`config.mk`:
```
export PLATFORM = sky130hd
export DESIGN_NAME = ps2_scan_ctrl
export DESIGN_NICKNAME = d
export VERILOG_FILES = /design/src/rtl/ps2_scan_ctrl.sv
export SDC_FILE = /design/constraint.sdc
export NUM_CORES = 1
export LEC_CHECK = 0
export CAP_MARGIN = 0
export CORE_MARGIN = 1.5
export CORE_UTILIZATION = 50
export CTS_CLUSTER_SIZE = 25
export DETAILED_ROUTE_END_ITERATION = 10
export GPL_ROUTABILITY_DRIVEN = 1
export PLACE_DENSITY = 0.73
export SYNTH_ARGS = -nofsm -noshare
export SYNTH_HDL_FRONTEND = slang
export SYNTH_SLANG_ARGS = --single-unit
```
`constraint.sdc`:
```
create_clock -name CLOCK -period 3 [get_ports CLOCK]
set_input_delay 0.45 -clock CLOCK [delete_from_list [all_inputs] [get_ports CLOCK]]
set_output_delay 0.45 -clock CLOCK [all_outputs]
set_load 0.05 [all_outputs]
```
`src/rtl/ps2_scan_ctrl.sv`:
```
// ps2_scan_ctrl: PS/2 scan-code prefix decoder feeding a first-word-fall-through
// event FIFO. Each stored event is {ext, brk, code}; E0 marks an extended key
// and F0 marks a key release.
// Optional feature: define PS2_SCAN_TIMEOUT_EN to abandon a prefix state after
// TIMEOUT_CYC idle cycles, pulsing SEQ_ERR. Without it SEQ_ERR is held at 0.
module ps2_scan_ctrl #(
  parameter int unsigned FIFO_AW     = 2,
  parameter int unsigned TIMEOUT_CYC = 50000
) (
  input  logic               CLOCK,
  input  logic               RESET,
  input  logic [7:0]         RX_DATA,
  input  logic               DATA_VALID,
  output logic [7:0]         KEY_CODE,
  output logic               KEY_EXT,
  output logic               KEY_BREAK,
  output logic               KEY_VALID,
  input  logic               KEY_READY,
  output logic [FIFO_AW:0]   LEVEL,
  output logic               OVERFLOW,
  output logic               SEQ_ERR
);

  localparam int unsigned        DEPTH    = 2 ** FIFO_AW;
  localparam logic [FIFO_AW:0]   LVL_FULL = (FIFO_AW + 1)'(DEPTH);
  localparam logic [FIFO_AW:0]   LVL_ONE  = (FIFO_AW + 1)'(1);
  localparam logic [FIFO_AW-1:0] PTR_ONE  = FIFO_AW'(1);
  localparam logic [7:0]         BYTE_E0  = 8'hE0;
  localparam logic [7:0]         BYTE_F0  = 8'hF0;

  typedef enum logic [1:0] {
    S_IDLE,
    S_EXT,
    S_BRK,
    S_EXT_BRK
  } state_e;

  state_e             state_q, state_d;
  logic               dv_q;
  logic               accept;
  logic               push, push_ext, push_brk;
  logic               do_push, do_pop;

  logic [9:0]         mem_q [DEPTH];
  logic [FIFO_AW-1:0] wr_q, wr_d;
  logic [FIFO_AW-1:0] rd_q, rd_d;
  logic [FIFO_AW:0]   lvl_q, lvl_d;
  logic               ovf_q, ovf_d;

  // Rising edge of the receiver's valid level; dv_q resets high so a level
  // already asserted when reset releases is never taken as a new byte.
  assign accept = DATA_VALID & ~dv_q;

  // Previous DATA_VALID sample for edge detection.
  always_ff @(posedge CLOCK or posedge RESET) begin
    if (RESET) dv_q <= 1'b1;
    else       dv_q <= DATA_VALID;
  end

`ifdef PS2_SCAN_TIMEOUT_EN
  localparam int unsigned  CW       = $clog2(TIMEOUT_CYC + 1);
  localparam logic [CW-1:0] TMO_LAST = CW'(TIMEOUT_CYC - 1);
  localparam logic [CW-1:0] TMO_ONE  = CW'(1);

  logic [CW-1:0] tmo_q, tmo_d;
  logic          seq_err_q, seq_err_d;
  logic          tmo_hit;

  assign tmo_hit = (state_q != S_IDLE) && (tmo_q == TMO_LAST);

  // Prefix-wait counter: cleared by any accepted byte, runs only in prefix states.
  always_comb begin
    tmo_d = '0;
    if (!accept && state_q != S_IDLE && !tmo_hit) tmo_d = tmo_q + TMO_ONE;
  end

  // Timeout counter and SEQ_ERR pulse register.
  always_ff @(posedge CLOCK or posedge RESET) begin
    if (RESET) begin
      tmo_q     <= '0;
      seq_err_q <= 1'b0;
    end else begin
      tmo_q     <= tmo_d;
      seq_err_q <= seq_err_d;
    end
  end

  assign SEQ_ERR = seq_err_q;
`else
  assign SEQ_ERR = 1'b0;
`endif

  // Decoder next state and event push request.
  always_comb begin
    state_d  = state_q;
    push     = 1'b0;
    push_ext = 1'b0;
    push_brk = 1'b0;
`ifdef PS2_SCAN_TIMEOUT_EN
    seq_err_d = 1'b0;
`endif
    if (accept) begin
      case (state_q)
        S_IDLE: begin
          if (RX_DATA == BYTE_E0)      state_d = S_EXT;
          else if (RX_DATA == BYTE_F0) state_d = S_BRK;
          else                         push    = 1'b1;
        end
        S_EXT: begin
          if (RX_DATA == BYTE_F0)      state_d = S_EXT_BRK;
          else if (RX_DATA != BYTE_E0) begin
            push     = 1'b1;
            push_ext = 1'b1;
            state_d  = S_IDLE;
          end
        end
        S_BRK: begin
          push     = 1'b1;
          push_brk = 1'b1;
          state_d  = S_IDLE;
        end
        S_EXT_BRK: begin
          push     = 1'b1;
          push_ext = 1'b1;
          push_brk = 1'b1;
          state_d  = S_IDLE;
        end
        default: state_d = S_IDLE;
      endcase
    end
`ifdef PS2_SCAN_TIMEOUT_EN
    else if (tmo_hit) begin
      state_d   = S_IDLE;
      seq_err_d = 1'b1;
    end
`endif
  end

  // Decoder state register.
  always_ff @(posedge CLOCK or posedge RESET) begin
    if (RESET) state_q <= S_IDLE;
    else       state_q <= state_d;
  end

  // A push into a full FIFO survives only when a pop frees the slot on the same edge.
  assign do_pop  = (lvl_q != '0) & KEY_READY;
  assign do_push = push & ((lvl_q != LVL_FULL) | do_pop);

  // FIFO pointer, level and sticky overflow next-state.
  always_comb begin
    wr_d  = wr_q;
    rd_d  = rd_q;
    lvl_d = lvl_q;
    ovf_d = ovf_q | (push & ~do_push);
    if (do_push) wr_d = wr_q + PTR_ONE;
    if (do_pop)  rd_d = rd_q + PTR_ONE;
    if (do_push && !do_pop)      lvl_d = lvl_q + LVL_ONE;
    else if (!do_push && do_pop) lvl_d = lvl_q - LVL_ONE;
  end

  // FIFO storage and control registers; storage is cleared so outputs read 0 in reset.
  always_ff @(posedge CLOCK or posedge RESET) begin
    if (RESET) begin
      for (int unsigned i = 0; i < DEPTH; i++) mem_q[i] <= '0;
      wr_q  <= '0;
      rd_q  <= '0;
      lvl_q <= '0;
      ovf_q <= 1'b0;
    end else begin
      if (do_push) mem_q[wr_q] <= {push_ext, push_brk, RX_DATA};
      wr_q  <= wr_d;
      rd_q  <= rd_d;
      lvl_q <= lvl_d;
      ovf_q <= ovf_d;
    end
  end

  assign KEY_EXT   = mem_q[rd_q][9];
  assign KEY_BREAK = mem_q[rd_q][8];
  assign KEY_CODE  = mem_q[rd_q][7:0];
  assign KEY_VALID = (lvl_q != '0);
  assign LEVEL     = lvl_q;
  assign OVERFLOW  = ovf_q;

endmodule

```
==> impl_metrics.tcl <==
set metrics [dict create \
    drt-initial-drc-count 85 \
    powerDensity_mw_per_mm2 1181 \
    crit_slowest_cell "clkdlybuf4s50_1" \
    min_to "OVERFLOW" \
    r2r.worst_path.cells 8 \
    cts_root_buf "clkbuf_8" \
    drt_pre_antenna_iters 7 \
    path_clk_slew_ps 90 \
    cts_setup_buffers 0 \
    async_flop_share_pct 100.0 \
    clk_latency_ps 310 \
    synth_area_leaders "dfrtp_1 (53%), mux2_2 (10%), mux4_2 (9.5%)" \
    syn_area_mm2 0.002360 \
    cts.repair.resized 0 \
    rsz0062_at_grt "no" \
    grt_pass1_vias 1457 \
    wl_met2_mm 2.124 \
    peakVddDrop_uv 632.2 \
    synth_top_family_by_area "multiplexers" \
    grt_first_pass_wirelength_mm 7.548 \
    fillerInstances 330 \
    gp_congestion 0.7348 \
    gr-total-overflow 0 \
    combPwrFrac_pct 51.2 \
    synth_edf_count 0 \
    cts-htree-levels 2 \
    wirelength_mm 4.445 \
    num_vias 1328 \
    die-width_um 71.70 \
    port_buffers 26 \
    ys.flop_type "dfrtp_1" \
    pwr-share-clk_pct 11.9 \
    finalSetupViolations 0 \
    dieHeight_um 71.70 \
    p_int_mw 1.917 \
    worst_setup_path_end_kind "primary output" \
    ant_nets 0 \
    switchingPower_mw 1.354 \
    period_share_pct 91.37 \
    critPathKind "reg -> out" \
    drive_gt1_share_pct 32.97 \
    wl_met3_um 193 \
    fp.coreArea_mm2 0.004444 \
    synth.distinct_cells 31 \
    worst_slew_pin_slew_ps 1045 \
    reg2reg_slack_ps 660 \
    hp-start "OVERFLOW" \
    synth-seq-area-share_pct 54.14 \
    maxCapViolCount 0 \
    r2r-end "LEVEL[2]" \
    cts.sinks 51 \
    antenna_cells 0 \
    routed.top_layer "met4" \
    clockBufferDepth 2 \
    cts_buffers 5 \
    cp.arrival_ps 2290 \
    cts_tree "yes" \
    synth_top_area_cell "dfrtp_1" \
    yosys_warnings 0 \
    swShare_pct 41.39 \
    finalHoldViolCount 0 \
    violations "design-rule violations" \
    fmax_ghz 0.3648 \
    fin_tns_setup_ps 0 \
    path_delay_family "buffers and inverters" \
    placed_cell_area_mm2 0.002686 \
    detail_route.wl_per_cell_um 19.00 \
    hold_depth 1 \
    synth_top_area_share_pct 53.02 \
    synth.most_common_cell "dfrtp_1" \
    viasPerCell 5.675 \
    synthCells 149 \
    ios 28 \
    dp.final_hpwl_mm 3.019 \
    p_seq_share_pct 36.9 \
    fin_area_mm2 0.002770 \
    slew_headroom_pct 30.22 \
    crit_path_cell_trace "buf_4, mux4_2, clkdlybuf4s50_1" \
    dp_cells 226 \
    cp_data_required_time_ps 2550 \
    crit_path_start_kind "flop" \
    num_rows 24 \
    synth_fa_ha_area_share_pct 3.499 \
    slew_violations 0 \
    max_stage_delay_ps 710 \
    drc 1 \
    drt-met1-wl_mm 2.040 \
    p_leak_nw 1.239 \
    min_period_ps 2741 \
    grt_usage_pct 19.98 \
    syn-num-nets 167 \
    ys_seq_elements 51 \
    finalClockSkew_ps 7.070 \
    synth_compound_area_share_pct 1.856 \
    grt_max_degree 52 \
    dieArea_mm2 0.005141 \
    status "complete, but fails checks" \
    worst-path-buf-inv 2 \
    syn_to_final_growth_pct 17.39 \
    synthMuxAreaShare_pct 30.38 \
    hold_path.class "reg -> reg" \
    hold_buffers 0 \
    avgSynthCellArea_um2 15.84 \
    antenna_found_initial 0 \
    synth.top_cells.by_count "dfrtp_1 (50), mux2_2 (21), mux2_1 (12)" \
    finalNonFillerCells 234 \
    start_util_pct 53.10 \
    r2r_start "LEVEL[2]" \
    cp_max_fo 9 \
    synthXorXnorAreaFrac_pct 2.227 \
    synthSimpleGateAreaFrac_pct 6.204 \
    nNetsFinal 199 \
]
## metrics by stage
stage	worst slack, ps	hold WS [ps]	utilization (%)	power [mW]
finish	259.0	490.2	62.33	3.272
global route	143.6	514.5	62.33	3.451
CTS	252.2	494.7	62.33	3.293
detailed placement	56.22	469.8	60.44	2.912
global placement	119.2	461.7	60.44	2.838
floorplan	452.5	452.6	-	2.419
## power groups by stage
stage | clock (mW) | combinational [mW] | sequential [mW]
final | 0.388 | 1.67 | 1.21
after detailed placement | 0 | 1.69 | 1.23
after floorplan | 0 | 1.20 | 1.22
after global routing | 0.434 | 1.76 | 1.25
after CTS | 0.390 | 1.69 | 1.21
after global placement | 0 | 1.65 | 1.19
## worst max path at each step
stage	start	endpoint	slack (ps)	depth (start not counted)
floorplan	LEVEL[0]	LEVEL[2]	450	8
global placement	RX_DATA[3]	LEVEL[2]	120	9
detailed placement	RX_DATA[3]	LEVEL[2]	60	9
CTS	rd_q[0]	KEY_CODE[2]	250	3
global route	rd_q[0]	KEY_CODE[5]	140	3
finish	rd_q[0]	KEY_CODE[2]	260	3
## cell families after synthesis
group | after synthesis
AOI/OAI and AO/OA | 5
xor gates and xnor gates | 6
adders and majority gates | 6
buffers and inverters | 8
DFF | 51
muxes | 51
other | 1
and+or+nand+nor | 21
## sequential cells by signal, indices dropped and copies added (netlist names)
signal	flops
LEVEL	3
OVERFLOW	1
dv_q	1
mem_q	40
rd_q	2
state_q	2
wr_q	2
## worst reg2reg max path: cells and delay by family, from the launching register on
family	cells	cell delay, ps
adders and majority gates	2	640
buffers and inverters	1	60
and+or+nand+nor	2	320
AOI/OAI and AO/OA	1	500
xor gates and xnor gates	2	320
DFF	1	430
## cells in the final DEF (no fill, tap or decap), types with 3 or more instances in the layout
cell type	count
nand2_1	6
mux2_2	21
mux4_2	10
inv_1	3
dfrtp_1	50
nand2_4	3
mux2_4	8
clkbuf_8	5
clkinv_2	3
nor2_1	3
mux2_1	12
xnor2_1	4
buf_4	3
ha_1	5
clkdlybuf4s50_1	26
## final cells by class
cell class                 count  area (µm²)  area share, %
clock buffer                   5       68.82          2.484
clock inverter                 3       15.01         0.5420
inverter                       4       15.01         0.5420
multi-input combinational     90        1046          37.76
sequential                    51        1277          46.12
tap                           52       65.06          2.349
timing repair buffer          29       282.8          10.21
## metal layers
layer | vias up | track usage, %
li1 | 594 | -
met1 | 691 | 25.65
met2 | 36 | 31.79
met3 | 7 | 5.626
met4 | 0 | 9.015
met5 | - | 0
(Power assumes the default switching activity.)
